**src/rtl/wb_mem_arbiter.sv**
```systemverilog
// Round-robin arbiter sharing one classic Wishbone master between the SCR1 IMEM and DMEM ports.
// Each grant runs a single cycle, then a one-cycle response slot. A watchdog ends cycles that are never acknowledged.
module wb_mem_arbiter #(
  parameter int AW      = 32,
  parameter int DW      = 32,
  parameter int TIMEOUT = 255
) (
  input  logic            wb_clk_i,
  input  logic            wb_rst_i,
  input  logic            imem_req_i,
  input  logic [AW-1:0]   imem_addr_i,
  output logic [DW-1:0]   imem_rdata_o,
  output logic            imem_ready_o,
  output logic            imem_err_o,
  input  logic            dmem_req_i,
  input  logic [AW-1:0]   dmem_addr_i,
  input  logic [DW-1:0]   dmem_wdata_i,
  input  logic [DW/8-1:0] dmem_wstrb_i,
  output logic [DW-1:0]   dmem_rdata_o,
  output logic            dmem_ready_o,
  output logic            dmem_err_o,
  output logic            wbm_cyc_o,
  output logic            wbm_stb_o,
  output logic            wbm_we_o,
  output logic [AW-1:0]   wbm_adr_o,
  output logic [DW-1:0]   wbm_dat_o,
  output logic [DW/8-1:0] wbm_sel_o,
  input  logic [DW-1:0]   wbm_dat_i,
  input  logic            wbm_ack_i,
  input  logic            wbm_err_i
);

  localparam int SW  = DW / 8;
  localparam int WDW = $clog2(TIMEOUT + 1);

  typedef enum logic [1:0] {IDLE, BUS, RESP} state_t;

  state_t          state, state_next;
  logic            last_dmem, last_dmem_next;
  logic            cur_dmem, cur_dmem_next;
  logic            grant_dmem;
  logic [WDW-1:0]  wd, wd_next, wd_inc;
  logic            cyc, cyc_next;
  logic            we, we_next;
  logic [AW-1:0]   adr, adr_next;
  logic [DW-1:0]   dat, dat_next;
  logic [SW-1:0]   sel, sel_next;
  logic [DW-1:0]   imem_rdata, imem_rdata_next, dmem_rdata, dmem_rdata_next;
  logic            imem_ready, imem_ready_next, imem_err, imem_err_next;
  logic            dmem_ready, dmem_ready_next, dmem_err, dmem_err_next;

  assign wd_inc = wd + WDW'(1);

  always_comb begin
    state_next      = state;
    last_dmem_next  = last_dmem;
    cur_dmem_next   = cur_dmem;
    grant_dmem      = 1'b0;
    wd_next         = wd;
    cyc_next        = cyc;
    we_next         = we;
    adr_next        = adr;
    dat_next        = dat;
    sel_next        = sel;
    imem_rdata_next = imem_rdata;
    dmem_rdata_next = dmem_rdata;
    imem_ready_next = 1'b0;
    imem_err_next   = 1'b0;
    dmem_ready_next = 1'b0;
    dmem_err_next   = 1'b0;

    case (state)
      IDLE: begin
        if (imem_req_i || dmem_req_i) begin
          // Under contention the side that did not win last time gets the bus.
          grant_dmem     = dmem_req_i && (!imem_req_i || !last_dmem);
          cur_dmem_next  = grant_dmem;
          last_dmem_next = grant_dmem;
          cyc_next       = 1'b1;
          wd_next        = '0;
          state_next     = BUS;
          if (grant_dmem) begin
            adr_next = dmem_addr_i;
            dat_next = dmem_wdata_i;
            we_next  = |dmem_wstrb_i;
            sel_next = we_next ? dmem_wstrb_i : '1;
          end else begin
            adr_next = imem_addr_i;
            dat_next = '0;
            we_next  = 1'b0;
            sel_next = '1;
          end
        end
      end
      BUS: begin
        wd_next = wd_inc;
        if (wbm_ack_i || wbm_err_i) begin
          cyc_next   = 1'b0;
          we_next    = 1'b0;
          state_next = RESP;
          if (cur_dmem) begin
            dmem_ready_next = 1'b1;
            dmem_err_next   = wbm_err_i;
            dmem_rdata_next = wbm_dat_i;
          end else begin
            imem_ready_next = 1'b1;
            imem_err_next   = wbm_err_i;
            imem_rdata_next = wbm_dat_i;
          end
        end else if (wd_inc == WDW'(TIMEOUT)) begin
          cyc_next   = 1'b0;
          we_next    = 1'b0;
          state_next = RESP;
          if (cur_dmem) begin
            dmem_ready_next = 1'b1;
            dmem_err_next   = 1'b1;
            dmem_rdata_next = '0;
          end else begin
            imem_ready_next = 1'b1;
            imem_err_next   = 1'b1;
            imem_rdata_next = '0;
          end
        end
      end
      RESP: state_next = IDLE;
      default: state_next = IDLE;
    endcase
  end

  always_ff @(posedge wb_clk_i or posedge wb_rst_i) begin
    if (wb_rst_i) begin
      state      <= IDLE;
      last_dmem  <= 1'b1;
      cur_dmem   <= 1'b0;
      wd         <= '0;
      cyc        <= 1'b0;
      we         <= 1'b0;
      adr        <= '0;
      dat        <= '0;
      sel        <= '0;
      imem_rdata <= '0;
      dmem_rdata <= '0;
      imem_ready <= 1'b0;
      imem_err   <= 1'b0;
      dmem_ready <= 1'b0;
      dmem_err   <= 1'b0;
    end else begin
      state      <= state_next;
      last_dmem  <= last_dmem_next;
      cur_dmem   <= cur_dmem_next;
      wd         <= wd_next;
      cyc        <= cyc_next;
      we         <= we_next;
      adr        <= adr_next;
      dat        <= dat_next;
      sel        <= sel_next;
      imem_rdata <= imem_rdata_next;
      dmem_rdata <= dmem_rdata_next;
      imem_ready <= imem_ready_next;
      imem_err   <= imem_err_next;
      dmem_ready <= dmem_ready_next;
      dmem_err   <= dmem_err_next;
    end
  end

  assign wbm_cyc_o    = cyc;
  assign wbm_stb_o    = cyc;
  assign wbm_we_o     = we;
  assign wbm_adr_o    = adr;
  assign wbm_dat_o    = dat;
  assign wbm_sel_o    = sel;
  assign imem_rdata_o = imem_rdata;
  assign imem_ready_o = imem_ready;
  assign imem_err_o   = imem_err;
  assign dmem_rdata_o = dmem_rdata;
  assign dmem_ready_o = dmem_ready;
  assign dmem_err_o   = dmem_err;

endmodule

```
**config.mk**
```make
export PLATFORM = sky130hd
export DESIGN_NAME = wb_mem_arbiter
export DESIGN_NICKNAME = d
export VERILOG_FILES = /design/src/rtl/wb_mem_arbiter.sv
export SDC_FILE = /design/constraint.sdc
export NUM_CORES = 1
export LEC_CHECK = 0
export BUFFER_PORTS_ARGS = -buffer_cell sky130_fd_sc_hd__buf_4
export CAP_MARGIN = 25
export CORE_MARGIN = 2
export CORE_UTILIZATION = 49
export CTS_BUF_LIST = sky130_fd_sc_hd__clkbuf_16
export DETAILED_ROUTE_END_ITERATION = 7
export PLACE_DENSITY = 0.88
export SYNTH_ARGS = -nofsm -noshare
export SYNTH_HDL_FRONTEND = slang
export SYNTH_SLANG_ARGS = --single-unit
```
**constraint.sdc**
```tcl
create_clock -name wb_clk_i -period 5.1 [get_ports wb_clk_i]
set_input_delay 0.255 -clock wb_clk_i [delete_from_list [all_inputs] [get_ports wb_clk_i]]
set_output_delay 0.255 -clock wb_clk_i [all_outputs]
set_load 0.02 [all_outputs]
```
* Word-level counts from Yosys, hierarchy flattened *
Index checks and enable logic that the tools add are counted.

word-level totals
  register bits = 150
  output and inout bits = 139
  word-level logic and storage cells = 79

operators by class
  add/sub/neg operators = 1
  eq/ne operators = 8
  multiplexer cells = 39
  reduce and logical (&&, ||, !) cells = 16

operators by type and width
  cell                                                             number
  32-bit 2-to-1 mux                                                10
  1-bit 2-to-1 mux                                                 19
  8-bit one-hot mux with 2 select lines                            1
  2-bit != test, second input constant                             5
  8-bit by 1-bit adder with 8-bit output, second input constant    1
  8-bit == test, second input constant                             1
  4-bit 2-to-1 mux                                                 2
  8-bit 2-to-1 mux                                                 1
  4-bit AND reduction                                              2
  2-bit 2-to-1 mux                                                 3
  2-bit AND reduction                                              3
  1-bit one-hot mux with 2 select lines                            2
  2-bit one-hot mux with 2 select lines                            1
  2-bit nonzero test                                               2
  4-bit OR reduction                                               1
  1-bit logical OR                                                 3
  3-bit != test, second input constant                             1
  3-bit AND reduction                                              1
  2-bit by 1-bit == test with 1-bit output, second input constant  1
  1-bit zero test                                                  2
  2-bit zero test                                                  1
  1-bit logical AND                                                1

* Logic depth before layout (Yosys ltp) *
  word-level depth = 6
  depth in mapped cells = 7

* Worst setup path after synthesis *
OpenSTA, ideal clock, no wires.

  path type = reg-to-reg
  start point = reg wd[0]
  end point = reg dmem_rdata[10], in the netlist dmem_rdata_o[10]
  arrival time = 1.537 ns
  path slack = 3.440 ns
  stages on the path, launching flop included = 8
  path buffers = 2
  clock period less this slack = 1.660 ns
  cells stage by stage = dfrtp_1 > ha_1 > xor2_1 > nand4_4 > o21ai_4 > buf_8 > buf_12 > o21ai_2

on the way
  longest elaborated chain between the ends = 4
  elaborated cells between the ends (all ways) = 5
  classes of those cells = add/sub: 1; eq/ne: 2; reduce/logical: 2

RTL lines
  item                                                                  RTL line  RTL
  start, declared                                                       42        logic [WDW-1:0] wd, wd_next, wd_inc;
  start signal, assigned                                                151       wd <= wd_next;
  8-bit by 1-bit adder with 8-bit output *                              52        assign wd_inc = wd + WDW'(1);
  8-bit == test *                                                       110       end else if (wd_inc == WDW'(TIMEOUT)) begin
  2-bit != test (no source line) or 2-bit nonzero test (tied branches)  n/a
  4-bit AND reduction (no source line) *                                n/a
  end signal, assigned                                                  158       dmem_rdata <= dmem_rdata_next;
  end, declared                                                         48        logic [DW-1:0] imem_rdata, imem_rdata_next, dmem_rdata, dmem_rdata_next;

Mark *: on every way between the ends. The rest lies on a longest branch, timed or not.
A chain may end at the register's enable or synchronous reset.

* Worst setup path after layout *
  start point = reg wd[0]
  end point = reg imem_rdata[24], in the netlist imem_rdata_o[24]

on the way
  longest elaborated chain between the ends = 4
  elaborated cells between the ends (all ways) = 5
  classes of those cells = add/sub: 1; eq/ne: 2; reduce/logical: 2

RTL lines
  item                                                                  RTL line  RTL
  8-bit by 1-bit adder with 8-bit output *                              52
  8-bit == test *                                                       110
  2-bit != test (no source line) or 2-bit nonzero test (tied branches)  n/a
  4-bit AND reduction (no source line) *                                n/a
  end signal, assigned                                                  157       imem_rdata <= imem_rdata_next;
  end, declared                                                         48

Marks and branches as above.

==> results.json <==
{
  "clockRootBuffer": "clkbuf_16",
  "path_depth": 6,
  "period_needed_ns": 2.718,
  "rows": 43,
  "max-cap-violations": 0,
  "seq_area_um2": 3755,
  "yosysWarningCount": 0,
  "synth.distinct_cells": 42,
  "ff2ff_path_depth": 6,
  "cp-start-kind": "flop",
  "critical_path_required_ns": 5.38,
  "finalCoreUtilization_pct": 69.11,
  "powerDensity_nw_per_um2": 658.2,
  "insertion_delay_ns": 0.42,
  "yosys_most_used_dff": "dfrtp_1",
  "port_buffers": 276,
  "wire_per_inst_um": 16.92,
  "finalHoldViolCount": 0,
  "grt_first_pass_wirelength_um": 29340,
  "irDropWorstVdd_v": 0.0003406,
  "overflow": 0,
  "dpl.cell_count": 1101,
  "yosys.area.top_type": "dfrtp_1",
  "viasPerCell": 5.218,
  "cts.clk_slew.worst_paths_ns": 0.06,
  "grt_pass1_vias": 5558,
  "tritoncts": "yes",
  "die_x_um": 122.0,
  "numCtsBuffers": 17,
  "drt_wl_total_um": 19210,
  "crit_start": "wd[0]",
  "post-place-ws_ns": 2.351,
  "tightestPinTransition_ns": 0.9005,
  "grt_start_max_net_pins": 110,
  "cp_cell_sequence": "ha_1, xor2_1, nand4_4, o21ai_4, buf_4, o21ai_0",
  "setup_tns_ns": 0,
  "regToRegStartpoint": "wd[0]",
  "clk_path_buf_depth": 2,
  "netlist_instances": 688,
  "path_class": "reg2reg",
  "drive_gt1_share_pct": 36.96,
  "fin_crit_sh_pct": 53.29,
  "cts-htree-levels": 4,
  "report.final.slew_viol_count": 0,
  "nets": 1082,
  "synth_area_um2": 6827,
  "endpoint": "imem_rdata_o[24]",
  "end_kind": "flop",
  "synth-async-reset-ratio_pct": 100.0,
  "die_area_um2": 14890,
  "synth.ff_latch_count": 150,
  "multi_input_area_um2": 2515,
  "rrSetupSlack_ns": 2.38,
  "min_path_type": "in2reg",
  "core-area_um2": 13720,
  "syn_avg_cell_area_um2": 9.922,
  "post-cts-setup-buffers": 0,
  "cp.arrival_ns": 3.00,
  "synth_edf_count": 0,
  "instances_no_fill": 1135,
  "drc": 0,
  "seq_area_frac_synth_pct": 55.00,
  "die-height_um": 122.0,
  "drtPass1Iterations": 5,
  "fillers": 1031,
  "clock-sinks": 150,
  "diodes": 0,
  "boundaryPins": 277,
  "setup_viol": 0,
  "synth.most_common_cell": "dfrtp_1",
  "synth_common_cells": "dfrtp_1, o21ai_0, a21oi_1, nor2_1, inv_1",
  "drt-initial-drc-count": 367,
  "hpwlAfterDp_um": 13040,
  "worst_slack_ns": 2.382,
  "vias": 5922,
  "cp_slowest_cell": "o21ai_4",
  "area_growth_syn_to_layout_pct": 38.89,
  "start_util_pct": 49.76,
  "synthTopCellsByArea": "dfrtp_1, o21ai_0, a21oi_1",
  "rsz0062_at_grt": "false",
  "timing.rr.end": "imem_rdata_o[24]",
  "leakage_nw": 4.787,
  "synth.top_cell.area_share_pct": 54.62,
  "clock_skew_ns": 0.007498,
  "synth_nets": 828,
  "cp_num_buf_inv": 1,
  "crit_fanout": 39,
  "cp_top_family": "compound AO/OA/AOI/OAI gates",
  "ant_nets": 0,
  "p_total_w": 0.006241,
  "antenna_found_initial": 0,
  "cpPeakStageDelay_ns": 0.74,
  "fmax_mhz": 367.9,
  "gp_congestion": 0.8093,
  "status": "finished clean",
  "track_usage_pct": 25.85,
  "relSlewSlack_pct": 39.74
}
-- flip-flops by register name, summed over array words and instances (netlist names) --
register,flops
dmem_err_o,1
dmem_rdata_o,32
wbm_dat_o,32
wd,8
imem_err_o,1
last_dmem,1
wbm_we_o,1
wbm_cyc_o,1
imem_rdata_o,32
dmem_ready_o,1
cur_dmem,1
wbm_sel_o,4
state,2
imem_ready_o,1
wbm_adr_o,32
-- worst register-to-register path: cells and delay by family (launching register included) --
family / cells / cell delay (ns)
XOR/XNOR: 1 / 0.25
buffers and inverters: 1 / 0.54
AO/OA/AOI/OAI: 2 / 0.93
adder cells (fa/ha/maj): 1 / 0.27
AND/OR/NAND/NOR: 1 / 0.15
flip-flops: 1 / 0.43
-- cells in the final DEF (no fill, tap or decap), drive strengths merged, types with 2 or more instances in the layout --
cell      Yosys  final
buf          27    284
dfrtp       149    149
o21ai       141    141
inv          68     72
nor2         70     70
a21oi        70     70
nand2        39     39
a22o         32     32
mux2i        32     32
clkbuf       23     17
clkinv        0      6
o31ai         4      4
o22a          4      4
nand3         3      3
a31oi         3      3
clkinvlp      0      3
and3          3      3
a21o          2      2
ha            2      2
bufinv        0      2
-- through the flow --
step,hold slack (ns),instance area [µm²]
final,0.04174,9482
after global routing,0.03205,9482
after CTS,0.02466,9444
after detailed placement,0.4656,8880
after global placement,0.4620,8880
after floorplan,0.3810,6827
-- final cells by class --
class	count	share of cell area [%]
Inverter	68	2.745
Timing Repair Buffer	285	22.80
Clock inverter	15	1.465
Sequential cell	150	39.60
Multi-Input combinational cell	420	26.52
Tap cell	180	2.375
Clock buffer	17	4.487
-- worst min-delay path by stage --
stage,start,to,slack [ns],cells after the start
floorplan,dmem_wstrb_i[0],wbm_sel_o[0],0.38,1
global placement,wd[6],wd[6],0.46,1
finish,dmem_wdata_i[23],wbm_dat_o[23],0.04,2
detailed placement,wd[6],wd[6],0.47,1
CTS,dmem_wdata_i[28],wbm_dat_o[28],0.02,2
global route,dmem_wdata_i[30],wbm_dat_o[30],0.03,2
-- power breakdown --
group	switching, W	internal (W)	leakage (nW)
sequential	0.000396	0.00173	1.79
combinational	0.00171	0.00120	2.72
clock	0.000500	0.000713	0.277
total	0.00261	0.00364	4.79
-- layer usage --
layer	wire length (µm)	up-vias	track usage, %
met3	1528	39	7.818
met5	0	-	0
met4	590	0	10.85
met1	7179	2790	32.00
met2	9909	246	42.25
li1	-	2847	-
-- timing repair --
item	CTS	global route
endpoints found under the hold margin	0	50
hold buffers	0	1
gates resized for setup	0	0
-- cells by family after synthesis --
| kind of cell | synth area share, % |
|---|---|
| AO/OA/AOI/OAI | 23.39 |
| flip-flops | 55.00 |
| multiplexers | 4.692 |
| buffers and inverters | 8.486 |
| AND/OR/NAND/NOR | 7.533 |
| XOR/XNOR | 0.5316 |
| adder cells (fa/ha/maj) | 0.3665 |
(Power assumes the default switching activity.)
